**src/rtl/sevseg_scan_if.sv**
```systemverilog
// rtl/sevseg_scan_if.sv - display data and drive bundle for the seven-segment scanner
// Purpose: groups the shadow-load request and the multiplexed LED drive into one port.
// Members:
//   load        - capture digits/dp/blank_lz into the shadow register
//   digits      - 4*NDIGITS hex nibbles, digit 0 in bits [3:0]
//   dp          - per-digit decimal point request, active-high
//   blank_lz    - leading-zero suppression enable
//   seg         - segments {g,f,e,d,c,b,a}, active-low, registered
//   dp_n        - decimal point, active-low, registered
//   an          - digit enables, active-low, registered
//   frame_done  - one-cycle pulse on the last ON cycle of the last digit
// Modports: master drives the data side, slave is the scanner.
interface sevseg_scan_if #(
    parameter int NDIGITS = 4
);
    logic                   load;
    logic [4*NDIGITS-1:0]   digits;
    logic [NDIGITS-1:0]     dp;
    logic                   blank_lz;
    logic [6:0]             seg;
    logic                   dp_n;
    logic [NDIGITS-1:0]     an;
    logic                   frame_done;

    modport master (
        output load, digits, dp, blank_lz,
        input  seg, dp_n, an, frame_done
    );

    modport slave (
        input  load, digits, dp, blank_lz,
        output seg, dp_n, an, frame_done
    );
endinterface

```
**src/rtl/sevseg_scan.sv**
```systemverilog
// rtl/sevseg_scan.sv - multiplexed seven-segment scanner with tear-free frame update
// Purpose: scans NDIGITS hex digits, each slot = BLANK_CYCLES dead cycles then DIV
// ON cycles; new data is staged in a shadow register and only reaches the display
// register at the frame boundary.
// Ports:
//   clk    - clock, rising edge
//   reset  - synchronous, active-low
//   bus    - sevseg_scan_if.slave (load/digits/dp/blank_lz in, seg/dp_n/an/frame_done out)
module sevseg_scan #(
    parameter int NDIGITS      = 4,
    parameter int DIV          = 2400,
    parameter int BLANK_CYCLES = 4
) (
    input  logic           clk,
    input  logic           reset,
    sevseg_scan_if.slave   bus
);
    localparam int CMAX = (DIV > BLANK_CYCLES) ? DIV : BLANK_CYCLES;
    localparam int CW   = $clog2(CMAX + 1);
    localparam int SW   = (NDIGITS > 1) ? $clog2(NDIGITS) : 1;
    localparam int DW   = 4 * NDIGITS;

    typedef enum logic {
        PH_BLANK = 1'b0,
        PH_ON    = 1'b1
    } phase_t;

    phase_t               phase, phase_nx;
    logic [SW-1:0]        slot, slot_nx;
    logic [CW-1:0]        cnt, cnt_nx;
    logic                 run;
    logic                 boundary;

    logic [DW-1:0]        sh_digits, disp_digits, disp_digits_nx;
    logic [NDIGITS-1:0]   sh_dp, disp_dp, disp_dp_nx;
    logic                 sh_lz, disp_lz, disp_lz_nx;

    logic [NDIGITS-1:0]   zero_from;
    logic [3:0]           nib;
    logic [6:0]           seg_nx;
    logic                 dp_n_nx;
    logic [NDIGITS-1:0]   an_nx;
    logic                 fd_nx;

    function automatic logic [6:0] glyph(input logic [3:0] v);
        case (v)
            4'h0: glyph = 7'h3F;
            4'h1: glyph = 7'h06;
            4'h2: glyph = 7'h5B;
            4'h3: glyph = 7'h4F;
            4'h4: glyph = 7'h66;
            4'h5: glyph = 7'h6D;
            4'h6: glyph = 7'h7D;
            4'h7: glyph = 7'h07;
            4'h8: glyph = 7'h7F;
            4'h9: glyph = 7'h6F;
            4'hA: glyph = 7'h77;
            4'hB: glyph = 7'h7C;
            4'hC: glyph = 7'h39;
            4'hD: glyph = 7'h5E;
            4'hE: glyph = 7'h79;
            default: glyph = 7'h71;
        endcase
    endfunction

    // Slot sequencing. run is clear for the cycle after reset so that the first
    // edge with reset high is itself a frame boundary starting digit 0's BLANK.
    always_comb begin
        phase_nx = phase;
        slot_nx  = slot;
        cnt_nx   = cnt;
        boundary = 1'b0;
        if (!run) begin
            phase_nx = PH_BLANK;
            slot_nx  = '0;
            cnt_nx   = '0;
            boundary = 1'b1;
        end else if (phase == PH_BLANK) begin
            if (cnt == CW'(BLANK_CYCLES - 1)) begin
                phase_nx = PH_ON;
                cnt_nx   = '0;
            end else begin
                cnt_nx = cnt + CW'(1);
            end
        end else begin
            if (cnt == CW'(DIV - 1)) begin
                phase_nx = PH_BLANK;
                cnt_nx   = '0;
                if (slot == SW'(NDIGITS - 1)) begin
                    slot_nx  = '0;
                    boundary = 1'b1;
                end else begin
                    slot_nx = slot + SW'(1);
                end
            end else begin
                cnt_nx = cnt + CW'(1);
            end
        end
    end

    // A load on the boundary edge bypasses the shadow so it shows this frame.
    always_comb begin
        disp_digits_nx = disp_digits;
        disp_dp_nx     = disp_dp;
        disp_lz_nx     = disp_lz;
        if (boundary) begin
            if (bus.load) begin
                disp_digits_nx = bus.digits;
                disp_dp_nx     = bus.dp;
                disp_lz_nx     = bus.blank_lz;
            end else begin
                disp_digits_nx = sh_digits;
                disp_dp_nx     = sh_dp;
                disp_lz_nx     = sh_lz;
            end
        end
    end

    // Outputs are computed from next state so the registered drive lines up with
    // the phase it belongs to. zero_from[k]: nibble k and all above it are zero.
    always_comb begin
        zero_from = '0;
        zero_from[NDIGITS-1] = (disp_digits_nx[DW-1 -: 4] == 4'h0);
        for (int k = NDIGITS - 2; k >= 0; k--) begin
            zero_from[k] = zero_from[k+1] && (disp_digits_nx[4*k +: 4] == 4'h0);
        end
        nib     = disp_digits_nx[{slot_nx, 2'b00} +: 4];
        seg_nx  = 7'h7F;
        dp_n_nx = 1'b1;
        an_nx   = '1;
        fd_nx   = 1'b0;
        if (phase_nx == PH_ON) begin
            an_nx[slot_nx] = 1'b0;
            dp_n_nx        = ~disp_dp_nx[slot_nx];
            if (!(disp_lz_nx && (slot_nx != '0) && zero_from[slot_nx])) begin
                seg_nx = ~glyph(nib);
            end
            fd_nx = (slot_nx == SW'(NDIGITS - 1)) && (cnt_nx == CW'(DIV - 1));
        end
    end

    always_ff @(posedge clk) begin
        if (!reset) begin
            phase          <= PH_BLANK;
            slot           <= '0;
            cnt            <= '0;
            run            <= 1'b0;
            sh_digits      <= '0;
            sh_dp          <= '0;
            sh_lz          <= 1'b0;
            disp_digits    <= '0;
            disp_dp        <= '0;
            disp_lz        <= 1'b0;
            bus.seg        <= 7'h7F;
            bus.dp_n       <= 1'b1;
            bus.an         <= '1;
            bus.frame_done <= 1'b0;
        end else begin
            run            <= 1'b1;
            phase          <= phase_nx;
            slot           <= slot_nx;
            cnt            <= cnt_nx;
            if (bus.load) begin
                sh_digits <= bus.digits;
                sh_dp     <= bus.dp;
                sh_lz     <= bus.blank_lz;
            end
            disp_digits    <= disp_digits_nx;
            disp_dp        <= disp_dp_nx;
            disp_lz        <= disp_lz_nx;
            bus.seg        <= seg_nx;
            bus.dp_n       <= dp_n_nx;
            bus.an         <= an_nx;
            bus.frame_done <= fd_nx;
        end
    end
endmodule
```
**src/flat_wrapper.sv**
```systemverilog
// flat-port wrapper written by rule: the top's interface ports become plain ports
module sevseg_scan_flat 
#(
    parameter int NDIGITS      = 4,
    parameter int DIV          = 2400,
    parameter int BLANK_CYCLES = 4
)
  (clk, reset, bus_load, bus_digits, bus_dp, bus_blank_lz, bus_seg, bus_dp_n, bus_an, bus_frame_done);
  sevseg_scan_if #(.NDIGITS(NDIGITS)) bus_i ();
  input  logic clk;
  input  logic reset;
  input wire logic [$bits(bus_i.load)-1:0] bus_load;
  input wire logic [$bits(bus_i.digits)-1:0] bus_digits;
  input wire logic [$bits(bus_i.dp)-1:0] bus_dp;
  input wire logic [$bits(bus_i.blank_lz)-1:0] bus_blank_lz;
  output wire logic [$bits(bus_i.seg)-1:0] bus_seg;
  output wire logic [$bits(bus_i.dp_n)-1:0] bus_dp_n;
  output wire logic [$bits(bus_i.an)-1:0] bus_an;
  output wire logic [$bits(bus_i.frame_done)-1:0] bus_frame_done;
  assign bus_i.load = bus_load;
  assign bus_i.digits = bus_digits;
  assign bus_i.dp = bus_dp;
  assign bus_i.blank_lz = bus_blank_lz;
  assign bus_seg = bus_i.seg;
  assign bus_dp_n = bus_i.dp_n;
  assign bus_an = bus_i.an;
  assign bus_frame_done = bus_i.frame_done;
  sevseg_scan #(.NDIGITS(NDIGITS), .DIV(DIV), .BLANK_CYCLES(BLANK_CYCLES)) u_core (.clk(clk), .reset(reset), .bus(bus_i));
endmodule
```
**config.mk**
```make
export PLATFORM = sky130hd
export DESIGN_NAME = sevseg_scan_flat
export DESIGN_NICKNAME = d
export VERILOG_FILES = /design/src/rtl/sevseg_scan_if.sv /design/src/rtl/sevseg_scan.sv /design/src/flat_wrapper.sv
export SDC_FILE = /design/constraint.sdc
export NUM_CORES = 1
export LEC_CHECK = 0
export CAP_MARGIN = 20
export CELL_PAD_IN_SITES_DETAIL_PLACEMENT = 0
export CELL_PAD_IN_SITES_GLOBAL_PLACEMENT = 2
export CORE_UTILIZATION = 37
export DETAILED_ROUTE_END_ITERATION = 16
export GPL_TIMING_DRIVEN = 0
export PLACE_DENSITY_LB_ADDON = 0.1
export SLEW_MARGIN = 20
export SYNTH_ARGS = -nofsm -noshare
export SYNTH_HDL_FRONTEND = slang
export SYNTH_SLANG_ARGS = --single-unit
```
**constraint.sdc**
```tcl
create_clock -name clk -period 8.83 [get_ports clk]
set_input_delay 2.2075 -clock clk [delete_from_list [all_inputs] [get_ports clk]]
set_output_delay 2.2075 -clock clk [all_outputs]
set_load 0.01 [all_outputs]
```
* Yosys cells after proc, flatten, opt, wreduce, memory -nomap -nowiden
Memories as Yosys holds them, arrays and structs flattened.
Index checks and enable logic that the tools add are counted.
** Cells by class
- Add/sub/neg operators :: 2
- Eq/ne operators :: 5
- Magnitude comparators :: 2
- Bitwise operators :: 5
- Shift operators :: 1
- Reduce and logical (&&, ||, !) cells :: 14
- Multipliers :: 0
- Muxes and demuxes :: 31
- Div/mod/pow operators :: 0
** Operator list (number)
- $mux W12 :: 4
- $mux W16 :: 2
- $eq A12 B12 Y1 const B :: 2
- $logic_not A4 Y1 :: 4
- $shiftx A16 B5 Y4 :: 1
- $mux W1 :: 14
- $mux W7 :: 2
- $add A12 B1 Y12 const B :: 1
- $eq A12 B2 Y1 const B :: 1
- $mux W2 :: 4
- $mux W4 :: 2
- $logic_and A1 B1 Y1 :: 7
- $not A7 Y7 :: 1
- $bmux W1 S2 :: 2
- $eq A2 B2 Y1 const B :: 2
- $not A4 Y4 :: 1
- $lt A2 B3 Y1 const B :: 1
- $not A1 Y1 :: 3
- $reduce_or A3 Y1 :: 1
- $add A2 B1 Y2 const B :: 1
- $demux W1 S2 :: 1
- $ge A2 B1 Y1 const B :: 1
- $reduce_and A2 Y1 :: 1
- $reduce_bool A2 Y1 :: 1
** Word-level totals
- Output and inout port bits :: 13
- Input bits :: 24
- RAM bits :: 0
- Memories :: 1
- Flip-flop bits (word level) :: 71
- Memory bits (read-only) :: 112
- Latch bits :: 0
- Word-level logic and storage cells :: 75
** Memories
- (no name shown) :: depth 16, bits a word 7, read ports 1, clocked after memory_dff 0, wr ports 0, RTL line sevseg_scan.sv:46 : case (v)

* Depth between registers and ports, before layout
Gate-level depths: netlist (run 1).
- Depth in word-level cells :: 16
- Gate-level depth with buffers :: 15
- Gate-level depth less buffers :: 13

* Worst setup path before layout (run 1)
Ideal clock, no wire load.
- Path type :: input-to-reg
- Start :: in bus_load
- End :: reg u_core.bus.seg[4]
- Stages on the path :: 14
- Setup slack :: 4151 ps
- Library setup time :: 82 ps
- Path buffers :: 3
- Required time :: 8748 ps
- Arrival :: 4596 ps
- Cell sequence :: clkbuf_1 > buf_1 > buf_2 > mux2i_1 > nand2_1 > o21ai_0 > mux2i_1 > o21a_1 > inv_1 > ha_1 > inv_1 > nor2_1 > a21oi_1 > o221ai_1
** On the way
- Cells in the longest elaborated chain, start to end :: 10
- Elaborated cells between the ends (all ways) :: 21
- Classes of those cells :: shift (1); mux (8); bitwise (1); reduce/logical (10); memory (1)
** RTL lines
- start, declared :: RTL line flat_wrapper.sv:12 : input wire logic [$bits(bus_i.load)-1:0] bus_load;
- branches (longest 10 deep; another with $mem_v2 Z16 W7)
- end signal, assigned :: RTL line sevseg_scan.sv:171 : bus.seg <= seg_nx;
- end, declared :: RTL line sevseg_scan_if.sv:32 : output seg, dp_n, an, frame_done
Parallel ways; which one is timed is not known. The select of a mux whose other input is x is not followed.
A chain may end at the register's enable or synchronous reset.

* Worst setup path in the final report (run 1)
Same ends and word-level chain as after synthesis.

==> out/metrics.cfg, run 1 <==
[status]
status = complete, no violations

[pwr]
p_int_uw = 467
switching_share = 0.260
power_density_nw_per_um2 = 165
p_leak_uw = 0.00158
ir_drop_uv = 82.7
combPwrFrac = 0.121
power.share.sequential = 0.534
p_clk_frac = 0.345
power_switching_uw = 164

[worst_setup_path]
rrSetupSlack_ns = 5.25
worst-path-max-fanout = 10
r2r_cells = 13
critPathCaptureType = flop
start_kind = input pin
cp_data_required_time_ns = 9.09
worstSetupPathType = input pin to flop
crit_arrival_ns = 5.22

[logic_synthesis]
syn_nets = 375
ys_types = 43
ys_async_sr_fraction = 0
syn_inst = 343
syn_avg_cell_area_um2 = 9.32
synth_flop_cell = dfxtp_1
synth_edf_count = 0
mappedNetlistArea_um2 = 3200
yosysWarnings = 0
ys_seq_area_frac = 0.445
ys_ff_latch = 71

[clock_network]
cts.reportedPaths.clkPinSlew_ns = 0.07
htreeDepth = 3
max-clock-path-buffers = 2
post_cts_buffers = 0
cts_resized = 0
cts_buffers = 9
cts_hold_buf = 0
cts.sinks = 71
cts_tree = done
clk_latency_ns = 0.34
root_buffer = clkbuf_8

[die]
coreArea_um2 = 8300
die_h_um = 95.0
io_pins = 37
die-area_um2 = 9020
row_count = 33
initial_core_util = 0.385
die_width_um = 95.0

[routing]
routedWlPerCell_um = 13.6
viasPerCell = 4.88
ant_nets = 0
vias = 2437
finalWirelength_um = 6790
firstDrtPassIters = 4
drc = 0
dr.first_iter.drc_count = 51

[timing]
finalMaxSlewViolations = 0
clock.fmax_mhz = 202
fin_tns_setup_ns = 0
tightest_slew_ns = 0.710
final.setup_skew_ns = 0.0133
finalSetupViolCount = 0
timing.final.crit_share = 0.562
rsz0062_at_grt = no
relSlewSlack = 0.526
hold_violations = 0
finalCriticalPeriod_ns = 4.96

[layout]
area.growth.synth_to_final_pct = 20.0
final_cell_mix = dfxtp_1 (71), nor2_1 (62), mux2i_1 (38), clkdlybuf4s50_1 (35), nand2_1 (26)
n_antenna_cell = 0
fillCellCount = 859
fin_nets = 421
drive_gt1_frac = 0.0812
final_cells = 499
final_common_cell = dfxtp_1

[min_path]
whs_path_depth = 1
hold_path_class = flop to flop

[placed_design]
gp_congestion = 0.776
place_hpwl_um = 5130
numPortBuffers = 35
dp.cells = 483

[global_route]
grt_max_degree = 12
gr-total-overflow = 0
antenna_found_initial = 0
grtUsageTotal = 0.169
grt_pass1_wl_um = 11400
grt_pass1_vias = 2295

[job]
drv_cap = 0

-- sequential cells by signal, indices dropped and copies added (netlist names), 2 cells and up --
register / flops
u_core.disp_digits: 16
u_core.sh_digits: 16
u_core.cnt: 12
u_core.bus.seg: 7
u_core.bus.an: 4
u_core.disp_dp: 4
u_core.sh_dp: 4
u_core.slot: 2
-- worst paths after layout --
check                start                 to
min reg2reg  u_core.cnt[0]      u_core.cnt[0]
max               bus_load  u_core.bus.seg[4]
min          u_core.cnt[0]      u_core.cnt[0]
max reg2reg  u_core.cnt[0]  u_core.bus.seg[5]
-- power groups by stage --
| stage | Sequential, uW | Combinational (uW) | Clock [uW] |
|---|---|---|---|
| finish | 337 | 76.6 | 218 |
| global route | 338 | 86.6 | 243 |
| CTS | 337 | 77.4 | 228 |
| detailed placement | 344 | 77.0 | 0 |
| global placement | 344 | 76.7 | 0 |
| floorplan | 343 | 51.8 | 0 |
-- final cells by class --
cell class              count  area (um^2)  area share
well taps                 105          131      0.0343
clock inverters             5         25.0     0.00653
clock buffers              11          131      0.0343
repair buffers             35          350      0.0914
multi-input cells         240         1630       0.424
flip-flops and latches     71         1420       0.371
inverters                  14         52.6      0.0137
plain buffers              18         96.3      0.0251
-- cells in the mapped netlist (all sizes together) (3+ instances only) --
cell    number  area [um^2]
mux2i       40          425
nor4         4         25.0
inv         14         52.6
nand2       27          104
clkbuf      10         37.5
xnor2        4         35.0
nor3         4         20.0
mux2         4         45.0
nand2b       5         31.3
and3         4         25.0
dfxtp       71         1420
o21ai       15         75.1
a31oi        3         18.8
and2         6         37.5
o221ai       3         26.3
o211ai       8         60.1
o22ai        3         18.8
nor2        62          233
ha           8          100
nand4        3         18.8
buf          8         58.8
xor2         9         78.8
or4          3         26.3
nand3       10         50.1
-- through the flow --
stage	cell area [um^2]	power, uW	hold slack (ns)	utilization	setup WS [ns]
2_1_floorplan	3200	395	0.436	-	4.15
3_3_place_gp	3680	421	0.458	0.443	3.47
3_5_place_dp	3680	421	0.459	0.443	3.49
4_1_cts	3830	643	0.479	0.462	3.86
5_1_grt	3830	668	0.531	0.462	3.55
6_report	3830	631	0.483	0.462	3.87
-- cells by family after synthesis --
logic type	count (synthesis)	share of synthesized area
buffers and inverters	32	0.0466
AND/OR/NAND/NOR	130	0.184
AO/OA/AOI/OAI	44	0.103
flip-flops	71	0.445
multiplexers	45	0.154
adder cells (fa/ha/maj)	8	0.0313
XOR/XNOR	13	0.0356
-- layer usage --
metal | GRT usage | wire length, um | vias to the layer above
li1 | - | - | 1272
met5 | 0 | 0 | -
met1 | 0.220 | 3370 | 1128
met2 | 0.267 | 3190 | 32
met4 | 0.0429 | 53 | 0
met3 | 0.0564 | 185 | 5
-- worst max-delay path: stages --
cell      delay, ns
clkbuf_1       0.25
buf_1          0.59
buf_2          0.42
mux2i_1        0.27
nand2_1        0.07
o21ai_0        0.18
mux2i_1        0.16
o21a_1         0.29
inv_1          0.14
ha_1           0.17
inv_1          0.06
nor2_1         0.14
a21oi_1        0.06
o221ai_1       0.19
Note: power is estimated with default switching activity, not from simulation.
==> run 2: changes to the inputs <==
--- a/config.mk
+++ b/config.mk
@@ -8,7 +8,7 @@
 export CAP_MARGIN = 20
 export CELL_PAD_IN_SITES_DETAIL_PLACEMENT = 0
 export CELL_PAD_IN_SITES_GLOBAL_PLACEMENT = 2
-export CORE_UTILIZATION = 37
+export CORE_UTILIZATION = 35
 export DETAILED_ROUTE_END_ITERATION = 16
 export GPL_TIMING_DRIVEN = 0
 export PLACE_DENSITY_LB_ADDON = 0.1
==> constraint.sdc (replaced) <==
create_clock -name clk -period 4.65 [get_ports clk]
set_input_delay 1.1625 -clock clk [delete_from_list [all_inputs] [get_ports clk]]
set_output_delay 1.1625 -clock clk [all_outputs]
set_load 0.01 [all_outputs]
==> out/metrics.cfg, run 2 (same netlist as run 1, synthesis figures left out) <==
[clock_network]
cts_tree = done
cts.reportedPaths.clkPinSlew_ns = 0.08
htreeDepth = 3
cts_resized = 0
post_cts_buffers = 0
root_buffer = clkbuf_8
max-clock-path-buffers = 2
cts_hold_buf = 0
cts_buffers = 9
cts.sinks = 71
clk_latency_ns = 0.35

[timing]
final.setup_skew_ns = 0.0111
timing.final.crit_share = 0.839
finalSetupViolCount = 0
fin_tns_setup_ns = 0
clock.fmax_mhz = 256
tightest_slew_ns = 0.708
hold_violations = 0
rsz0062_at_grt = no
finalCriticalPeriod_ns = 3.90
finalMaxSlewViolations = 0
relSlewSlack = 0.528

[layout]
area.growth.synth_to_final_pct = 22.4
fillCellCount = 864
finalCoreUtilization = 0.447
n_antenna_cell = 0
fin_nets = 421
final_common_cell = dfxtp_1
drive_gt1_frac = 0.0863
final_cell_mix = dfxtp_1 (71), nor2_1 (62), mux2i_1 (38), clkdlybuf4s50_1 (35), nand2_1 (26)
reg.largest.list = u_core.disp_digits x16, u_core.sh_digits x16, u_core.cnt x12

[placed_design]
gp_congestion = 0.744
place_hpwl_um = 5090
numPortBuffers = 35

[pwr]
ir_drop_uv = 145
power_density_nw_per_um2 = 345
p_leak_uw = 0.00161

[routing]
vias = 2442
routedWlPerCell_um = 14.0
firstDrtPassIters = 4
viasPerCell = 4.86
finalWirelength_um = 7040
ant_nets = 0
dr.first_iter.drc_count = 65
drc = 0

[worst_setup_path]
r2r_cells = 13
cp_slowest_cell = buf_1
startpoint = bus_load
timing.rr.start = u_core.cnt[0]
cp_data_required_time_ns = 4.90
start_kind = input pin
worst-path-max-fanout = 10
cpPeakStageDelay_ns = 0.59
worstSetupPathType = input pin to flop
path_cells = clkbuf_1, buf_1, buf_2, mux2i_1, nand2_1, o21ai_0, mux2i_1, o21a_1, inv_1, ha_1, inv_1, nor2_1, a21oi_1, o221ai_1
rrSetupSlack_ns = 1.00
r2r_end = u_core.bus.seg[4]
crit_arrival_ns = 4.15
critPathCaptureType = flop

[global_route]
grt_pass1_wl_um = 11700
grtUsageTotal = 0.157
grt_pass1_vias = 2349
antenna_found_initial = 0
grt_max_degree = 13
gr-total-overflow = 0

[min_path]
whs_path_depth = 1
worstHoldStart = u_core.cnt[0]
hold_path_class = flop to flop
holdPathEnd = u_core.cnt[0]

[status]
status = complete, no violations

[die]
die_h_um = 97.6
die-area_um2 = 9520
row_count = 34
initial_core_util = 0.365
die_width_um = 97.6
coreArea_um2 = 8760
io_pins = 37

[job]
drv_cap = 0

==> run 2: cell types whose count changed in the layout (fill, tap and decap cells not counted), sizes merged <==
cell | previous run | this run
bufinv | 0 | 2
clkinv | 5 | 1
clkinvlp | 0 | 2
==> run 2: report_power, final <==
| group | switching (uW) | internal [uW] |
|---|---|---|
| registers | 8.41 | 632 |
| logic | 80.4 | 65.4 |
| clock network | 233 | 330 |
==> run 2: layout make-up <==
class / count / area, um^2 / share of cell area
buffer: 18 / 96.3 / 0.0246
tap: 108 / 135 / 0.0345
timing repair buffer: 35 / 350 / 0.0895
clock buffer: 11 / 151 / 0.0387
inverter: 14 / 52.6 / 0.0134
sequential: 71 / 1420 / 0.363
multi-input combinational: 240 / 1630 / 0.416
clock inverter: 5 / 80.1 / 0.0205
==> run 2: per-layer routing <==
| metal | vias up | GRT usage | share of wire |
|---|---|---|---|
| met4 | 0 | 0.0713 | 0.017 |
| met2 | 39 | 0.223 | 0.41 |
| met1 | 1117 | 0.229 | 0.54 |
| li1 | 1276 | - | - |
| met5 | - | 0 | 0 |
| met3 | 10 | 0.0295 | 0.036 |
==> run 2: through the flow <==
step / instances / setup slack, ns / power [uW] / hold WS (ns) / instance area (um^2)
floorplan: 343 / 1.02 / 750 / 0.436 / 3200
global placement: 486 / 0.372 / 800 / 0.459 / 3680
detailed placement: 486 / 0.367 / 801 / 0.466 / 3680
CTS: 502 / 0.721 / 1370 / 0.488 / 3910
global route: 502 / 0.421 / 1430 / 0.493 / 3910
finish: 502 / 0.750 / 1350 / 0.487 / 3910
==> run 2: critical path: cells and delay by family <==
kind	cells	cell delay [ns]
buffers and inverters	5	1.47
AO/OA/AOI/OAI	4	0.68
multiplexers	2	0.44
AND/OR/NAND/NOR	2	0.23
adder cells (fa/ha/maj)	1	0.17
==> run 2: worst max path at each step <==
stage                              endpoint  slack, ns
after floorplan           u_core.bus.seg[4]       1.02
after global placement    u_core.bus.seg[4]       0.37
after CTS                 u_core.bus.seg[4]       0.72
final                     u_core.bus.seg[4]       0.75
after global routing      u_core.bus.seg[4]       0.42
after detailed placement  u_core.bus.seg[4]       0.37
==> run 3: changes to the inputs <==
==> constraint.sdc (replaced) <==
create_clock -name clk -period 4 [get_ports clk]
set_input_delay 1 -clock clk [delete_from_list [all_inputs] [get_ports clk]]
set_output_delay 1 -clock clk [all_outputs]
set_load 0.01 [all_outputs]
==> out/metrics.cfg, run 3 (same netlist as run 1, synthesis figures left out) <==
[worst_setup_path]
worstSetupPathType = flop to flop
cp_slowest_cell = o41ai_4
critPathCaptureType = flop
cpPeakStageDelay_ns = 0.72
path_cells = ha_1, nand4_1, o41ai_4, clkbuf_1, o211ai_1, o211ai_1, o21a_1, inv_1, ha_1, inv_1, nor2_1, a21oi_1, o221ai_1
worst-path-max-fanout = 10
start_kind = flop
crit_arrival_ns = 3.85
cp_data_required_time_ns = 4.20

[routing]
routedWlPerCell_um = 14.0
firstDrtPassIters = 4
ant_nets = 0
dr.first_iter.drc_count = 65
viasPerCell = 4.86
drc = 0
finalWirelength_um = 7040
vias = 2442

[global_route]
met1_usage = 0.229
grt_pass1_vias = 2349
grt.busiest_layer = met1
grt_max_degree = 13
gr-total-overflow = 0
antenna_found_initial = 0
grtUsageTotal = 0.157
met3_usage = 0.0295
grt_pass1_wl_um = 11700
use_met2 = 0.223

[pwr]
combPwrFrac = 0.108
power_switching_uw = 375
ir_drop_uv = 169
switching_share = 0.239
total_power_uw = 1570
power_density_nw_per_um2 = 401
p_leak_uw = 0.00161
p_clk_frac = 0.418
power.share.sequential = 0.474
p_int_uw = 1190

[die]
die_width_um = 97.6
io_pins = 37
die-area_um2 = 9520
die_h_um = 97.6
coreArea_um2 = 8760
row_count = 34
initial_core_util = 0.365

[clock_network]
htreeDepth = 3
post_cts_buffers = 0
cts_buffers = 9
root_buffer = clkbuf_8
clk_latency_ns = 0.35
cts.reportedPaths.clkPinSlew_ns = 0.08
cts_tree = done
cts.sinks = 71
max-clock-path-buffers = 2

[placed_design]
numPortBuffers = 35
place_ws_ns = -0.121
gp_congestion = 0.744
place_hpwl_um = 5090
postPlaceCellArea_um2 = 3680

[job]
drv_cap = 0

[timing]
hold_violations = 0
relSlewSlack = 0.560
clock.fmax_mhz = 274
finalSetupViolCount = 0
rsz0062_at_grt = no
tightest_slew_ns = 0.661
finalMaxSlewViolations = 0
worst_slack_ns = 0.350
timing.final.crit_share = 0.913
fin_tns_setup_ns = 0
final.setup_skew_ns = 0.0111
finalCriticalPeriod_ns = 3.65

[layout]
drive_gt1_frac = 0.0888
final_area_um2 = 3920
multi_input_area_um2 = 1630
n_antenna_cell = 0
reg.largest.list = u_core.disp_digits x16, u_core.sh_digits x16, u_core.cnt x12
finalCoreUtilization = 0.447
fin_nets = 421
regArea_um2 = 1420
final_cell_mix = dfxtp_1 (71), nor2_1 (62), mux2i_1 (38), clkdlybuf4s50_1 (35), nand2_1 (26)
area.growth.synth_to_final_pct = 22.5
fillCellCount = 864
final_common_cell = dfxtp_1

[min_path]
hold_path_class = flop to flop

[status]
status = complete, no violations

-- run 3: cell count changes in the layout (fill, tap and decap cells not counted) --
cell | previous run | this run
buf_1 | 2 | 1
clkbuf_2 | 0 | 1
-- run 3: path summary, 6_finish.rpt --
kind                       end     startpoint  slack, ns  cells after the start
max          u_core.bus.seg[4]  u_core.cnt[0]       0.35                     13
min              u_core.cnt[0]  u_core.cnt[0]       0.49                      1
min reg2reg      u_core.cnt[0]  u_core.cnt[0]       0.49                      1
max reg2reg  u_core.bus.seg[4]  u_core.cnt[0]       0.35                     13
-- run 3: critical path: cells and delay by family (launching register included) --
kind / cells / cell delay [ns]
compound gates: 6 / 1.56
fa+ha+maj: 2 / 0.49
buf+inv: 3 / 0.66
flops: 1 / 0.40
simple gates: 2 / 0.37
-- run 3: final cells by class --
cell class              instances  share of cell area
flip-flops and latches         71               0.363
clock inverters                 5              0.0205
repair buffers                 35              0.0895
clock buffers                  11              0.0387
well taps                     108              0.0345
plain buffers                  18              0.0249
multi-input cells             240               0.415
inverters                      14              0.0134
-- run 3: metrics by stage --
step / hold slack (ns) / instances
2_1_floorplan: 0.436 / 343
3_3_place_gp: 0.459 / 486
3_5_place_dp: 0.466 / 486
4_1_cts: 0.488 / 502
5_1_grt: 0.493 / 502
6_report: 0.487 / 502
-- run 3: what timing repair did --
item                                    4_1_cts  5_1_grt
hold buffers                                  0        0
endpoints found under the hold margin         0        0
gates resized for setup                       0        1
endpoints found under the setup margin        0        3
-- run 3: per-layer routing --
layer	vias up	wire (um)	share of wire
li1	1276	-	-
met5	-	0	0
met1	1117	3810	0.54
met3	10	250	0.036
met4	0	120	0.017
met2	39	2860	0.41
-- run 3: power groups by stage --
stage / Sequential (uW) / Clock [uW] / Combinational (uW)
CTS: 744 / 681 / 171
detailed placement: 761 / 0 / 171
finish: 744 / 655 / 170
global route: 747 / 719 / 192
global placement: 760 / 0 / 170
floorplan: 758 / 0 / 114
